## src/rtl/axi_lite_reg_slave_pkg.sv

```systemverilog
// ============================================================================
//  Module      : axi_lite_reg_slave_pkg
//  Description : Shared AXI4-lite widths, response codes, FSM encodings and
//                the byte-strobe merge helper for the register slave.
//  Revision    : 1.0 - initial release
// ============================================================================
`default_nettype none

package axi_lite_reg_slave_pkg;

    localparam int c_axi_addr_width = 32;
    localparam int c_axi_data_width = 32;
    localparam int c_axi_strb_width = c_axi_data_width / 8;

    localparam logic [1:0] c_axi_resp_okay   = 2'b00;
    localparam logic [1:0] c_axi_resp_slverr = 2'b10;

    localparam logic [1:0] c_wr_idle = 2'd0;
    localparam logic [1:0] c_wr_addr = 2'd1;
    localparam logic [1:0] c_wr_data = 2'd2;
    localparam logic [1:0] c_wr_resp = 2'd3;

    localparam logic [0:0] c_rd_idle = 1'b0;
    localparam logic [0:0] c_rd_data = 1'b1;

    // Replace only the bytes whose strobe bit is set.
    function automatic logic [31:0] strb_merge(
        input logic [31:0] old_word,
        input logic [31:0] new_word,
        input logic [3:0]  strb
    );
        logic [31:0] w_merged;
        w_merged = old_word;
        for (int b = 0; b < 4; b++) begin
            if (strb[b]) begin
                w_merged[8*b +: 8] = new_word[8*b +: 8];
            end
        end
        return w_merged;
    endfunction

endpackage

`default_nettype wire

```

## src/rtl/axi_lite_addr_chk.sv

```systemverilog
// ============================================================================
//  Module      : axi_lite_addr_chk
//  Description : Combinational byte-address decode into a register index plus
//                an aligned/in-range valid flag.
//  Revision    : 1.0 - initial release
// ============================================================================
`default_nettype none

module axi_lite_addr_chk #(
    parameter int                    ADDR_WIDTH = 32,
    parameter int                    NUM_REGS   = 16,
    parameter logic [ADDR_WIDTH-1:0] BASE_ADDR  = '0,
    parameter int                    IDX_WIDTH  = $clog2(NUM_REGS)
) (
    input  logic [ADDR_WIDTH-1:0] addr,
    output logic [IDX_WIDTH-1:0]  idx,
    output logic                  valid
);

    localparam logic [ADDR_WIDTH-1:0] c_span = ADDR_WIDTH'(4 * NUM_REGS);

    logic [ADDR_WIDTH-1:0] w_offset;

    // The offset wraps below BASE_ADDR, so the lower bound is checked separately.
    assign w_offset = addr - BASE_ADDR;
    assign idx      = w_offset[IDX_WIDTH+1:2];
    assign valid    = (addr[1:0] == 2'b00) && (addr >= BASE_ADDR) && (w_offset < c_span);

endmodule

`default_nettype wire

```

## src/rtl/axi_lite_reg_slave.sv

```systemverilog
// ============================================================================
//  Module      : axi_lite_reg_slave
//  Description : AXI4-lite register slave with byte-strobe writes, read-only
//                ID register 0, SLVERR on bad addresses, flat register bus.
//  Revision    : 1.0 - initial release
// ============================================================================
`default_nettype none

module axi_lite_reg_slave
    import axi_lite_reg_slave_pkg::*;
#(
    parameter int                        AXI_ADDR_WIDTH = c_axi_addr_width,
    parameter int                        AXI_DATA_WIDTH = c_axi_data_width,
    parameter int                        AXI_STRB_WIDTH = c_axi_strb_width,
    parameter int                        NUM_REGS       = 16,
    parameter logic [AXI_ADDR_WIDTH-1:0] BASE_ADDR      = '0,
    parameter logic [AXI_DATA_WIDTH-1:0] ID_VALUE       = 32'h4B52_5600
) (
    input  logic                               ACLK,
    input  logic                               ARESETn,
    input  logic                               AWVALID,
    output logic                               AWREADY,
    input  logic [AXI_ADDR_WIDTH-1:0]          AWADDR,
    input  logic [2:0]                         AWPROT,
    input  logic                               WVALID,
    output logic                               WREADY,
    input  logic [AXI_DATA_WIDTH-1:0]          WDATA,
    input  logic [AXI_STRB_WIDTH-1:0]          WSTRB,
    output logic                               BVALID,
    input  logic                               BREADY,
    output logic [1:0]                         BRESP,
    input  logic                               ARVALID,
    output logic                               ARREADY,
    input  logic [AXI_ADDR_WIDTH-1:0]          ARADDR,
    input  logic [2:0]                         ARPROT,
    output logic                               RVALID,
    input  logic                               RREADY,
    output logic [AXI_DATA_WIDTH-1:0]          RDATA,
    output logic [1:0]                         RRESP,
    output logic [NUM_REGS*AXI_DATA_WIDTH-1:0] reg_q,
    output logic [NUM_REGS-1:0]                reg_wr
);

    localparam int c_idx_w = $clog2(NUM_REGS);

    // ------------------------------------------------------------------
    // Write channel state
    // ------------------------------------------------------------------
    logic [1:0]                r_wr_state;
    logic                      r_awready;
    logic                      r_wready;
    logic                      r_bvalid;
    logic [1:0]                r_bresp;
    logic [AXI_ADDR_WIDTH-1:0] r_aw_addr;
    logic [AXI_DATA_WIDTH-1:0] r_w_data;
    logic [AXI_STRB_WIDTH-1:0] r_w_strb;
    logic [NUM_REGS-1:0]       r_reg_wr;

    logic                      w_aw_hs;
    logic                      w_w_hs;
    logic                      w_commit;
    logic [AXI_ADDR_WIDTH-1:0] w_commit_addr;
    logic [AXI_DATA_WIDTH-1:0] w_commit_data;
    logic [AXI_STRB_WIDTH-1:0] w_commit_strb;
    logic [c_idx_w-1:0]        w_wr_idx;
    logic                      w_wr_valid;
    logic                      w_wr_ok;

    // ------------------------------------------------------------------
    // Read channel state
    // ------------------------------------------------------------------
    logic [0:0]                r_rd_state;
    logic                      r_arready;
    logic                      r_rvalid;
    logic [AXI_DATA_WIDTH-1:0] r_rdata;
    logic [1:0]                r_rresp;
    logic [c_idx_w-1:0]        w_rd_idx;
    logic                      w_rd_valid;

    logic [AXI_DATA_WIDTH-1:0] w_reg_arr [NUM_REGS];
    logic                      w_unused;

    assign w_unused = ^{AWPROT, ARPROT};

    assign w_aw_hs = AWVALID && r_awready;
    assign w_w_hs  = WVALID && r_wready;

    // Whichever half arrived first was latched; the other comes straight off the bus.
    assign w_commit_addr = (r_wr_state == c_wr_addr) ? r_aw_addr : AWADDR;
    assign w_commit_data = (r_wr_state == c_wr_data) ? r_w_data  : WDATA;
    assign w_commit_strb = (r_wr_state == c_wr_data) ? r_w_strb  : WSTRB;

    always_comb begin
        w_commit = 1'b0;
        case (r_wr_state)
            c_wr_idle: w_commit = w_aw_hs && w_w_hs;
            c_wr_addr: w_commit = w_w_hs;
            c_wr_data: w_commit = w_aw_hs;
            default:   w_commit = 1'b0;
        endcase
    end

    axi_lite_addr_chk #(
        .ADDR_WIDTH (AXI_ADDR_WIDTH),
        .NUM_REGS   (NUM_REGS),
        .BASE_ADDR  (BASE_ADDR),
        .IDX_WIDTH  (c_idx_w)
    ) u_wr_chk (
        .addr  (w_commit_addr),
        .idx   (w_wr_idx),
        .valid (w_wr_valid)
    );

    axi_lite_addr_chk #(
        .ADDR_WIDTH (AXI_ADDR_WIDTH),
        .NUM_REGS   (NUM_REGS),
        .BASE_ADDR  (BASE_ADDR),
        .IDX_WIDTH  (c_idx_w)
    ) u_rd_chk (
        .addr  (ARADDR),
        .idx   (w_rd_idx),
        .valid (w_rd_valid)
    );

    // Register 0 is the read-only ID word.
    assign w_wr_ok = w_wr_valid && (w_wr_idx != '0);

    // ------------------------------------------------------------------
    // Write FSM
    // ------------------------------------------------------------------
    always_ff @(posedge ACLK) begin
        if (!ARESETn) begin
            r_wr_state <= c_wr_idle;
            r_awready  <= 1'b0;
            r_wready   <= 1'b0;
            r_bvalid   <= 1'b0;
            r_bresp    <= c_axi_resp_okay;
            r_aw_addr  <= '0;
            r_w_data   <= '0;
            r_w_strb   <= '0;
            r_reg_wr   <= '0;
        end else begin
            r_reg_wr <= '0;
            case (r_wr_state)
                c_wr_idle: begin
                    if (w_commit) begin
                        r_wr_state <= c_wr_resp;
                        r_awready  <= 1'b0;
                        r_wready   <= 1'b0;
                    end else if (w_aw_hs) begin
                        r_wr_state <= c_wr_addr;
                        r_aw_addr  <= AWADDR;
                        r_awready  <= 1'b0;
                        r_wready   <= 1'b1;
                    end else if (w_w_hs) begin
                        r_wr_state <= c_wr_data;
                        r_w_data   <= WDATA;
                        r_w_strb   <= WSTRB;
                        r_awready  <= 1'b1;
                        r_wready   <= 1'b0;
                    end else begin
                        r_awready  <= 1'b1;
                        r_wready   <= 1'b1;
                    end
                end
                c_wr_addr: begin
                    if (w_commit) begin
                        r_wr_state <= c_wr_resp;
                        r_wready   <= 1'b0;
                    end
                end
                c_wr_data: begin
                    if (w_commit) begin
                        r_wr_state <= c_wr_resp;
                        r_awready  <= 1'b0;
                    end
                end
                c_wr_resp: begin
                    if (BREADY) begin
                        r_wr_state <= c_wr_idle;
                        r_bvalid   <= 1'b0;
                        r_awready  <= 1'b1;
                        r_wready   <= 1'b1;
                    end
                end
                default: begin
                    r_wr_state <= c_wr_idle;
                    r_awready  <= 1'b0;
                    r_wready   <= 1'b0;
                    r_bvalid   <= 1'b0;
                end
            endcase

            if (w_commit) begin
                r_bvalid <= 1'b1;
                r_bresp  <= w_wr_ok ? c_axi_resp_okay : c_axi_resp_slverr;
                if (w_wr_ok) begin
                    r_reg_wr <= NUM_REGS'(1) << w_wr_idx;
                end
            end
        end
    end

    // ------------------------------------------------------------------
    // Register file (slot 0 is the constant ID)
    // ------------------------------------------------------------------
    assign w_reg_arr[0] = ID_VALUE;

    for (genvar gi = 1; gi < NUM_REGS; gi++) begin : g_reg
        localparam logic [c_idx_w-1:0] c_my_idx = c_idx_w'(gi);
        logic [AXI_DATA_WIDTH-1:0] r_value;

        always_ff @(posedge ACLK) begin
            if (!ARESETn) begin
                r_value <= '0;
            end else if (w_commit && w_wr_ok && (w_wr_idx == c_my_idx)) begin
                r_value <= strb_merge(r_value, w_commit_data, w_commit_strb);
            end
        end

        assign w_reg_arr[gi] = r_value;
    end

    for (genvar gi = 0; gi < NUM_REGS; gi++) begin : g_flat
        assign reg_q[AXI_DATA_WIDTH*gi +: AXI_DATA_WIDTH] = w_reg_arr[gi];
    end

    // ------------------------------------------------------------------
    // Read FSM
    // ------------------------------------------------------------------
    always_ff @(posedge ACLK) begin
        if (!ARESETn) begin
            r_rd_state <= c_rd_idle;
            r_arready  <= 1'b0;
            r_rvalid   <= 1'b0;
            r_rdata    <= '0;
            r_rresp    <= c_axi_resp_okay;
        end else begin
            case (r_rd_state)
                c_rd_idle: begin
                    if (ARVALID && r_arready) begin
                        r_rd_state <= c_rd_data;
                        r_arready  <= 1'b0;
                        r_rvalid   <= 1'b1;
                        r_rdata    <= w_rd_valid ? w_reg_arr[w_rd_idx] : '0;
                        r_rresp    <= w_rd_valid ? c_axi_resp_okay : c_axi_resp_slverr;
                    end else begin
                        r_arready  <= 1'b1;
                    end
                end
                c_rd_data: begin
                    if (RREADY) begin
                        r_rd_state <= c_rd_idle;
                        r_rvalid   <= 1'b0;
                        r_arready  <= 1'b1;
                    end
                end
                default: begin
                    r_rd_state <= c_rd_idle;
                    r_arready  <= 1'b0;
                    r_rvalid   <= 1'b0;
                end
            endcase
        end
    end

    assign AWREADY = r_awready;
    assign WREADY  = r_wready;
    assign BVALID  = r_bvalid;
    assign BRESP   = r_bresp;
    assign ARREADY = r_arready;
    assign RVALID  = r_rvalid;
    assign RDATA   = r_rdata;
    assign RRESP   = r_rresp;
    assign reg_wr  = r_reg_wr;

endmodule

`default_nettype wire
```

## config.mk

```make
export PLATFORM = sky130hd
export DESIGN_NAME = axi_lite_reg_slave
export DESIGN_NICKNAME = d
export VERILOG_FILES = /design/src/rtl/axi_lite_reg_slave_pkg.sv /design/src/rtl/axi_lite_addr_chk.sv /design/src/rtl/axi_lite_reg_slave.sv
export SDC_FILE = /design/constraint.sdc
export NUM_CORES = 1
export LEC_CHECK = 0
export ABC_CLOCK_PERIOD_IN_PS = 5700
export CAP_MARGIN = 20
export CORE_AREA = 3 3 266 268
export CTS_CLUSTER_DIAMETER = 100
export DETAILED_ROUTE_END_ITERATION = 12
export DIE_AREA = 0 0 269 271
export PLACE_DENSITY = 0.69
export SYNTH_ARGS = -nofsm -noshare
export SYNTH_HDL_FRONTEND = slang
export SYNTH_SLANG_ARGS = --single-unit
```

## constraint.sdc

```tcl
create_clock -name ACLK -period 5.7 [get_ports ACLK]
set_clock_uncertainty 0.15 [all_clocks]
set_input_delay 1.71 -clock ACLK [delete_from_list [all_inputs] [get_ports ACLK]]
set_output_delay 1.71 -clock ACLK [all_outputs]
set_load 0.1 [all_outputs]
```

# Yosys cells after proc, flatten, opt, wreduce, memory -nomap -nowiden
# Index checks and enable logic that the tools add are counted.
classes:
  div_mod_pow: 0
  bitwise_logic: 4
  reduce_logical: 103
  n_shift: 1
  add_sub_neg: 0
  mul: 0
  n_eq_ne: 25
  n_lt_le_gt_ge: 5
  n_mux: 37
ops:
  columns: ["op", "n"]
  rows:
  - ["$mux W32", 5]
  - ["$bmux W32 S4", 1]
  - ["$reduce_and A2 Y1", 63]
  - ["$ge A32 B1 Y1 const B", 2]
  - ["$lt A32 B7 Y1 const B", 2]
  - ["$eq A4 B4 Y1 const B", 8]
  - ["$logic_and A1 B1 Y1", 25]
  - ["$eq A4 B3 Y1 const B", 4]
  - ["$mux W1", 16]
  - ["$shl A1 B4 Y16 const A", 1]
  - ["$reduce_and A3 Y1", 5]
  - ["$mux W2", 7]
  - ["$ne A2 B2 Y1 const B", 5]
  - ["$pmux W1 S3", 3]
  - ["$eq A4 B2 Y1 const B", 2]
  - ["$logic_not A2 Y1", 3]
  - ["$pmux W1 S2", 3]
  - ["$pmux W2 S3", 1]
  - ["$reduce_bool A3 Y1", 2]
  - ["$ge A5 B5 Y1 const B", 1]
  - ["$not A4 Y5", 1]
  - ["$eq A2 B2 Y1 const B", 2]
  - ["$eq A4 B1 Y1 const B", 1]
  - ["$mux W4", 1]
  - ["other kinds (8)", 11]
totals:
  out_inout_bits: 569
  memories: 0
  inputBits: 113
  regBits: 608
  mem_bits_rw: 0
  latch_bits: 0
  romBits: 0

# Depth between registers and ports, before layout
# Gate-level depths: netlist of run 1.
depth:
  ltp_word: 9
  depth_mapped: 11
  depth_no_buf: 7

# Hierarchy
# Synthesis of run 1 repeated with hierarchy kept, for this count alone.
hier_totals:
  hier_cells: 2724
  area_unflattened_um2: 25912.4
modules_own_cells:
  columns: ["module", "cells_each", "instances", "seq_area_each_um2", "area_per_inst_um2"]
  rows:
  - ["axi_lite_reg_slave", 2696, 1, 12131.6, 25722.2]
  - ["axi_lite_addr_chk", 14, 2, 0.0, 95.1]

# Least setup slack after synthesis of run 1
# OpenSTA, ideal clock, no wires.
synth_path:
  kind: "in2reg"
  from: "input port ARADDR[2]"
  to: "register r_rdata[22], in the netlist RDATA[22]"
  required_ns: 5.422
  arrival_ns: 3.645
  setup_slack_ns: 1.777
  path_buffers: 4
  cell_stages: 9
  path_cell_list: "clkbuf_1 buf_2 buf_2 buf_2 mux4_2 mux2i_1 nand2_1 a32oi_1 nor2_1"
synth_between:
  elab_chain_len: 5
synth_lines:
  columns: ["element", "line_no", "rtl"]
  rows:
  - ["from (decl)", "axi_lite_reg_slave.sv:34", "input logic [AXI_ADDR_WIDTH-1:0] ARADDR,"]
  - ["parallel branches: the longest is 4 deep, another holds $ge A32 B1 Y1", null, null]
  - ["$mux W32 *", "axi_lite_reg_slave.sv:245", "r_rdata <= w_rd_valid ? w_reg_arr[w_rd_idx] : '0;"]
  - ["to (signal assigned)", "axi_lite_reg_slave.sv:245", null]
  - ["to (decl)", "axi_lite_reg_slave.sv:75", "logic [AXI_DATA_WIDTH-1:0] r_rdata;"]
# Every way passes the cells marked *. The select of a mux whose other input is x is not followed.
# A chain may end at the register's enable or synchronous reset.

# Final worst setup path of run 1
layout_path:
  from: "input port AWVALID"
  to: "register g_reg[7].r_value[27]"
layout_between:
  elab_chain_len: 6
layout_lines:
  columns: ["element", "line_no", "rtl"]
  rows:
  - ["from (decl)", "axi_lite_reg_slave.sv:21", "input logic AWVALID,"]
  - ["$logic_and A1 B1 Y1 *", "axi_lite_reg_slave.sv:85", "assign w_aw_hs = AWVALID && r_awready;"]
  - ["$logic_and A1 B1 Y1", "axi_lite_reg_slave.sv:96", "c_wr_idle: w_commit = w_aw_hs && w_w_hs;"]
  - ["$pmux W1 S3 *", "axi_lite_reg_slave.sv:95", "case (r_wr_state)"]
  - ["$logic_and A1 B1 Y1 * (2 in a row)", "axi_lite_reg_slave.sv:216", "end else if (w_commit && w_wr_ok && (w_wr_idx == c_my_idx)) begin"]
  - ["$reduce_and A2 Y1 (no line) *", null, null]
  - ["to (signal assigned)", "axi_lite_reg_slave.sv:217", "r_value <= strb_merge(r_value, w_commit_data, w_commit_strb);"]
  - ["to (decl)", "axi_lite_reg_slave.sv:211", "logic [AXI_DATA_WIDTH-1:0] r_value;"]
# Mark *: on every way between the ends. The rest lies on a longest branch, timed or not.

==> results.json, run 1 <==
{
  "status": "complete, no violations",
  "synth_most_common_cell": "dfxtp_1",
  "cellPowerDensity_nw_per_um2": 293.5,
  "max_clock_freq_mhz": 228.7,
  "cts_tree": "built",
  "cts_hold_buf": 0,
  "critPathArrivalTime_ns": 4.67,
  "port_buffers": 641,
  "area_growth_pct": 35.68,
  "clkTransAtPathRegs_ns": 0.06,
  "dp.cells": 3949,
  "clkLatencyLatePin_ns": 0.61,
  "synth-edff-count": 0,
  "rsz0062_at_grt": "false",
  "synth_area_leaders": "dfxtp_1 45%, mux2i_1 20%, mux4_2 9.8%",
  "min_path_type": "reg -> reg",
  "postRouteWirelength_um": 107800,
  "pin_count": 682,
  "ys_ff_latch": 606,
  "tns_ns": 0,
  "timing.slew.headroom_pct": 18.58,
  "clock-sinks": 606,
  "yosysTopAreaCellShare_pct": 44.96,
  "synth_area_per_cell_um2": 10.71,
  "ys_seq_area_share_pct": 44.96,
  "die-area_um2": 72900,
  "grt_pass1_vias": 22030,
  "multiInputGateArea_um2": 13950,
  "grt_pass1_wl_um": 153000,
  "avgRoutedWirePerCell_um": 26.41,
  "synthCells": 2519,
  "fillers": 5904,
  "irDropWorstVdd_uv": 189.4,
  "fin_util_pct": 53.38,
  "r2r_slack_ns": 1.54,
  "yosys.cell_types.count": 57,
  "dp_hpwl_um": 79300,
  "die_x_um": 269,
  "critPathTopFamily": "compound AO/OA/AOI/OAI gates",
  "cp_num_buf_inv": 1,
  "cts.path.max_buffers": 3,
  "synth_warnings": 0,
  "drtAntennaViolNets": 0,
  "cts_resized": 0,
  "rows": 96,
  "grt_use_met3_pct": 8.530,
  "place.gp.congestion": 0.9544,
  "leakagePower_nw": 16.17,
  "fin_nets": 3211,
  "synth_common_cells": "606 x dfxtp_1, 596 x nand2_1, 544 x mux2i_1, 141 x clkbuf_1, 117 x mux4_2",
  "num_vias": 22420,
  "required_ns": 5.99,
  "layout.cells.non_filler": 4082,
  "period_share_pct": 76.73,
  "grt_usage_pct": 28.46,
  "maxSlewViolCount": 0,
  "path_class": "in -> reg",
  "cpMaxStageDelayCell": "nor3_1",
  "core-area_um2": 68590,
  "overflow": 0,
  "seqCellArea_um2": 12130,
  "cap_violations": 0,
  "tightestPinTransition_ns": 1.221,
  "grt-busiest-layer": "met2",
  "start_util_pct": 39.34,
  "grt_util_met2_pct": 43.83,
  "slowest_delay_ns": 0.96,
  "ys.flop_type": "dfxtp_1",
  "grt_start_max_net_pins": 224,
  "drt_pass1_iterations": 5,
  "root_buffer": "clkbuf_16",
  "cts_setup_buffers": 0,
  "cts-buffers-inserted": 70,
  "syn_area_um2": 26980,
  "yosysTopAreaCell": "dfxtp_1",
  "cp_max_fo": 12,
  "critPathCaptureType": "flop",
  "die_h_um": 271,
  "drc_errors": 0,
  "period_needed_ns": 4.373,
  "final_hold_viol_count": 0,
  "crit_chain": "clkdlybuf4s50_1 -> a31o_2 -> a31oi_2 -> nor3_1 -> o2111ai_2 -> mux2i_1",
  "drt_iter0_markers": 1769,
  "grt_util_met1_pct": 36.77,
  "antenna_found_initial": 7,
  "setup_violations": 0,
  "cp-start-kind": "input port",
  "htreeDepth": 3,
  "drive_gt1_share_pct": 13.57,
  "viasPerCell": 5.491,
  "async_reset_ff_share_pct": 0
}
-- metal layers --
layer	part of all wire [%]	wire (um)	vias up
met5	0.012	13	-
met4	4.7	5054	2
met3	8.8	9456	208
li1	-	-	10030
met2	45	48320	948
met1	42	44970	11230
-- registers in the layout, summed over array words and instances, names as in the netlist --
name and count:
WREADY 1, RRESP 1, RDATA 32, r_aw_addr 32, reg_wr 16, ARREADY 1
r_wr_state 2, r_w_strb 4, RVALID 1, r_w_data 32, g.r_value 480, AWREADY 1
BRESP 1, r_rd_state 1, BVALID 1
-- power breakdown --
group          internal (mW)  switching (mW)
Sequential              4.32          0.0626
Clock                   2.84            1.89
Combinational          0.492            1.14
Total                   7.65            3.09
-- worst register-to-register path, delay by kind of cell, from the launching register on --
| kind | cells | cell delay [ns] |
|---|---|---|
| mux | 2 | 0.48 |
| buf+inv | 2 | 0.54 |
| compound gates | 1 | 0.67 |
| fa+ha+maj | 1 | 0.57 |
| simple gates | 2 | 1.21 |
| flops | 1 | 0.38 |
-- cell families (layout without fill, tap and decap cells) --
| kind of cell | Yosys count | count (layout) | synth area share, % |
|---|---|---|---|
| compound gates | 206 | 206 | 7.414 |
| mux | 715 | 715 | 32.20 |
| flops | 606 | 606 | 44.96 |
| buf+inv | 239 | 833 | 4.034 |
| other cells | 2 | 40 | 0.02783 |
| simple gates | 745 | 745 | 11.09 |
| fa+ha+maj | 6 | 6 | 0.2782 |
-- worst paths after layout --
check,start,end,depth (start not counted)
max,AWVALID,g_reg[7].r_value[27],6
max reg2reg,r_wr_state[0],g_reg[7].r_value[27],8
min,r_aw_addr[19],r_aw_addr[19],2
min reg2reg,r_aw_addr[19],r_aw_addr[19],2
-- cell type report --
cell class	count	area share, %
antenna	5	0.03418
clock buffer	106	5.841
clock inverter	20	0.8168
inverter	16	0.1675
multi-input combinational	1707	38.09
sequential	606	33.14
tap	931	3.182
timing repair buffer	691	18.73
-- per-stage QoR --
stage / area [um2] / power (mW) / worst slack [ns] / hold WS [ns]
after global placement: 34150 / 6.049 / 0.7262 / 0.2932
after global routing: 36610 / 11.07 / 1.137 / 0.3270
after CTS: 36590 / 10.81 / 1.264 / 0.3128
after floorplan: 27110 / 5.620 / 1.777 / 0.2860
after detailed placement: 34150 / 6.094 / 0.6374 / 0.3029
final: 36610 / 10.74 / 1.327 / 0.3146
-- cells in the final DEF (no fill, tap or decap), types with 17 or more instances in the layout --
cell | synthesis | final
a22o_1 | 42 | 42
dfxtp_1 | 606 | 606
o211ai_2 | 24 | 24
clkbuf_8 | 0 | 24
mux2_2 | 54 | 54
o2111ai_2 | 24 | 24
clkdlybuf4s50_1 | 0 | 632
conb_1 | 2 | 35
nor3_1 | 18 | 17
mux4_2 | 117 | 117
buf_4 | 39 | 47
nand2_1 | 596 | 596
a21oi_1 | 40 | 40
nor2_1 | 75 | 72
clkbuf_16 | 0 | 71
mux2i_1 | 544 | 544
Power figures use the tool's default switching activity.
==> run 2, diff against run 1 <==
ABC_CLOCK_PERIOD_IN_PS = 4000   (was 5700)
CORE_AREA = 3 3 264 266   (was 3 3 266 268)
DIE_AREA = 0 0 267 269   (was 0 0 269 271)
PLACE_DENSITY = 0.73   (was 0.69)
clock period = 4 ns   (was 5.7 ns; I/O delays follow)
==> results.json, run 2 (synthesis results as in run 1) <==
{
  "largest_register_ffs": 480,
  "status": "complete, no violations",
  "max_clock_freq_mhz": 291.5,
  "rsz0062_at_grt": "false",
  "timing.slew.headroom_pct": 32.08,
  "area_growth_pct": 33.08,
  "rows": 95,
  "cts_resized": 0,
  "maxSlewViolCount": 0,
  "path_class": "reg -> reg",
  "required_ns": 4.30,
  "grt_pass1_wl_um": 147600,
  "die-area_um2": 71820,
  "pin_count": 682,
  "period_needed_ns": 3.430,
  "critPathCaptureType": "flop",
  "cts.path.max_buffers": 3,
  "regToRegStartpoint": "r_wr_state[1]",
  "overflow": 0,
  "viasPerCell": 5.552,
  "clkLatencyLatePin_ns": 0.60,
  "cts_tree": "built",
  "htreeDepth": 3,
  "avgRoutedWirePerCell_um": 25.38,
  "fin_util_pct": 53.38,
  "min_path_type": "reg -> reg",
  "root_buffer": "clkbuf_16",
  "critPathArrivalTime_ns": 3.73,
  "clock-sinks": 606,
  "num_vias": 22760,
  "place_ws_ns": 0.03861,
  "cts_hold_buf": 0,
  "drtAntennaViolNets": 0,
  "dp_hpwl_um": 77390,
  "clkTransAtPathRegs_ns": 0.06,
  "grt_pass1_vias": 21370,
  "multiInputGateArea_um2": 13950,
  "fin_area_um2": 35910,
  "grt_start_max_net_pins": 110,
  "cp_max_fo": 16,
  "cts_setup_buffers": 0,
  "largest_register": "g.r_value",
  "tns_ns": 0,
  "cellPowerDensity_nw_per_um2": 420.7,
  "period_share_pct": 85.75,
  "final_cell_mix": "643 x buf_4, 606 x dfxtp_1, 596 x nand2_1, 544 x mux2i_1, 117 x mux4_2",
  "irDropWorstVdd_uv": 289.4,
  "fin_nets": 3291,
  "start_util_pct": 40.11,
  "seqCellArea_um2": 12130,
  "fillers": 6020,
  "setup_violations": 0,
  "drt_iter0_markers": 1996,
  "die_x_um": 267,
  "cts-buffers-inserted": 69,
  "leakagePower_nw": 17.66,
  "final_common_cell": "buf_4",
  "antenna_found_initial": 8,
  "place.gp.congestion": 0.8890,
  "drt_pass1_iterations": 5,
  "placedInstanceArea_um2": 33590,
  "cp-start-kind": "flop",
  "final_hold_viol_count": 0,
  "die_h_um": 269,
  "cap_violations": 0,
  "drive_gt1_share_pct": 32.16,
  "total_power_mw": 15.11,
  "tightestPinTransition_ns": 1.019,
  "min-delay-start": "r_aw_addr[14]",
  "grt_usage_pct": 27.73,
  "port_buffers": 641,
  "drc_errors": 0,
  "core-area_um2": 67280,
  "postRouteWirelength_um": 104000,
  "crit_start": "r_wr_state[1]",
  "fin_ws_ns": 0.5700
}
==> run 2: cell count changes in the layout (fill, tap and decap cells not counted), moves of 3 or more <==
cell / previous run / this run
clkinv_8: 4 / 1
buf_4: 47 / 643
buf_12: 6 / 24
clkinv_2: 7 / 12
inv_6: 1 / 4
clkbuf_8: 24 / 18
diode_2: 5 / 2
clkdlybuf4s50_1: 632 / 101
==> run 2: routing by layer <==
metal	share of wire [%]	vias up	GRT usage [%]	wire length, um
met5	0.066	-	0	69
met4	4.2	10	11.40	4353
met3	8.9	199	8.185	9266
met2	44	995	41.43	45790
met1	43	11360	37.61	44570
li1	-	10200	-	-
==> run 2: worst paths after layout <==
path	slack (ns)	end	cells past startpoint
worst max-delay path	0.57	g_reg[14].r_value[9]	8
worst min register to register	0.30	r_aw_addr[14]	2
worst max register to register	0.57	g_reg[14].r_value[9]	8
worst min-delay path	0.30	r_aw_addr[14]	2
==> run 2: cell type report <==
class	instances	area share [%]
multi-input combinational	1707	38.84
sequential	606	33.78
timing repair buffer	772	17.72
clock buffer	101	5.794
tap	873	3.042
clock inverter	23	0.6376
inverter	16	0.1707
antenna	2	0.01394
==> run 2: critical path, stage by stage, from the launching register on <==
cell,delay (ns)
dfxtp_1,0.36
inv_1,0.16
ha_1,0.43
nor4b_1,0.33
nand3_1,0.42
a2111oi_4,0.53
buf_12,0.26
o211ai_2,0.39
mux2i_1,0.22
==> run 2: per-stage QoR <==
stage | std cells | hold slack (ns)
2_1_floorplan | 2552 | 0.2860
3_3_place_gp | 3974 | 0.2936
3_5_place_dp | 3974 | 0.2977
4_1_cts | 4098 | 0.3056
5_1_grt | 4100 | 0.3240
6_report | 4100 | 0.3049
==> run 2: report_power, final <==
part / internal [mW] / switching, mW
registers: 6.16 / 0.0864
clock network: 3.82 / 2.60
logic: 0.792 / 1.65
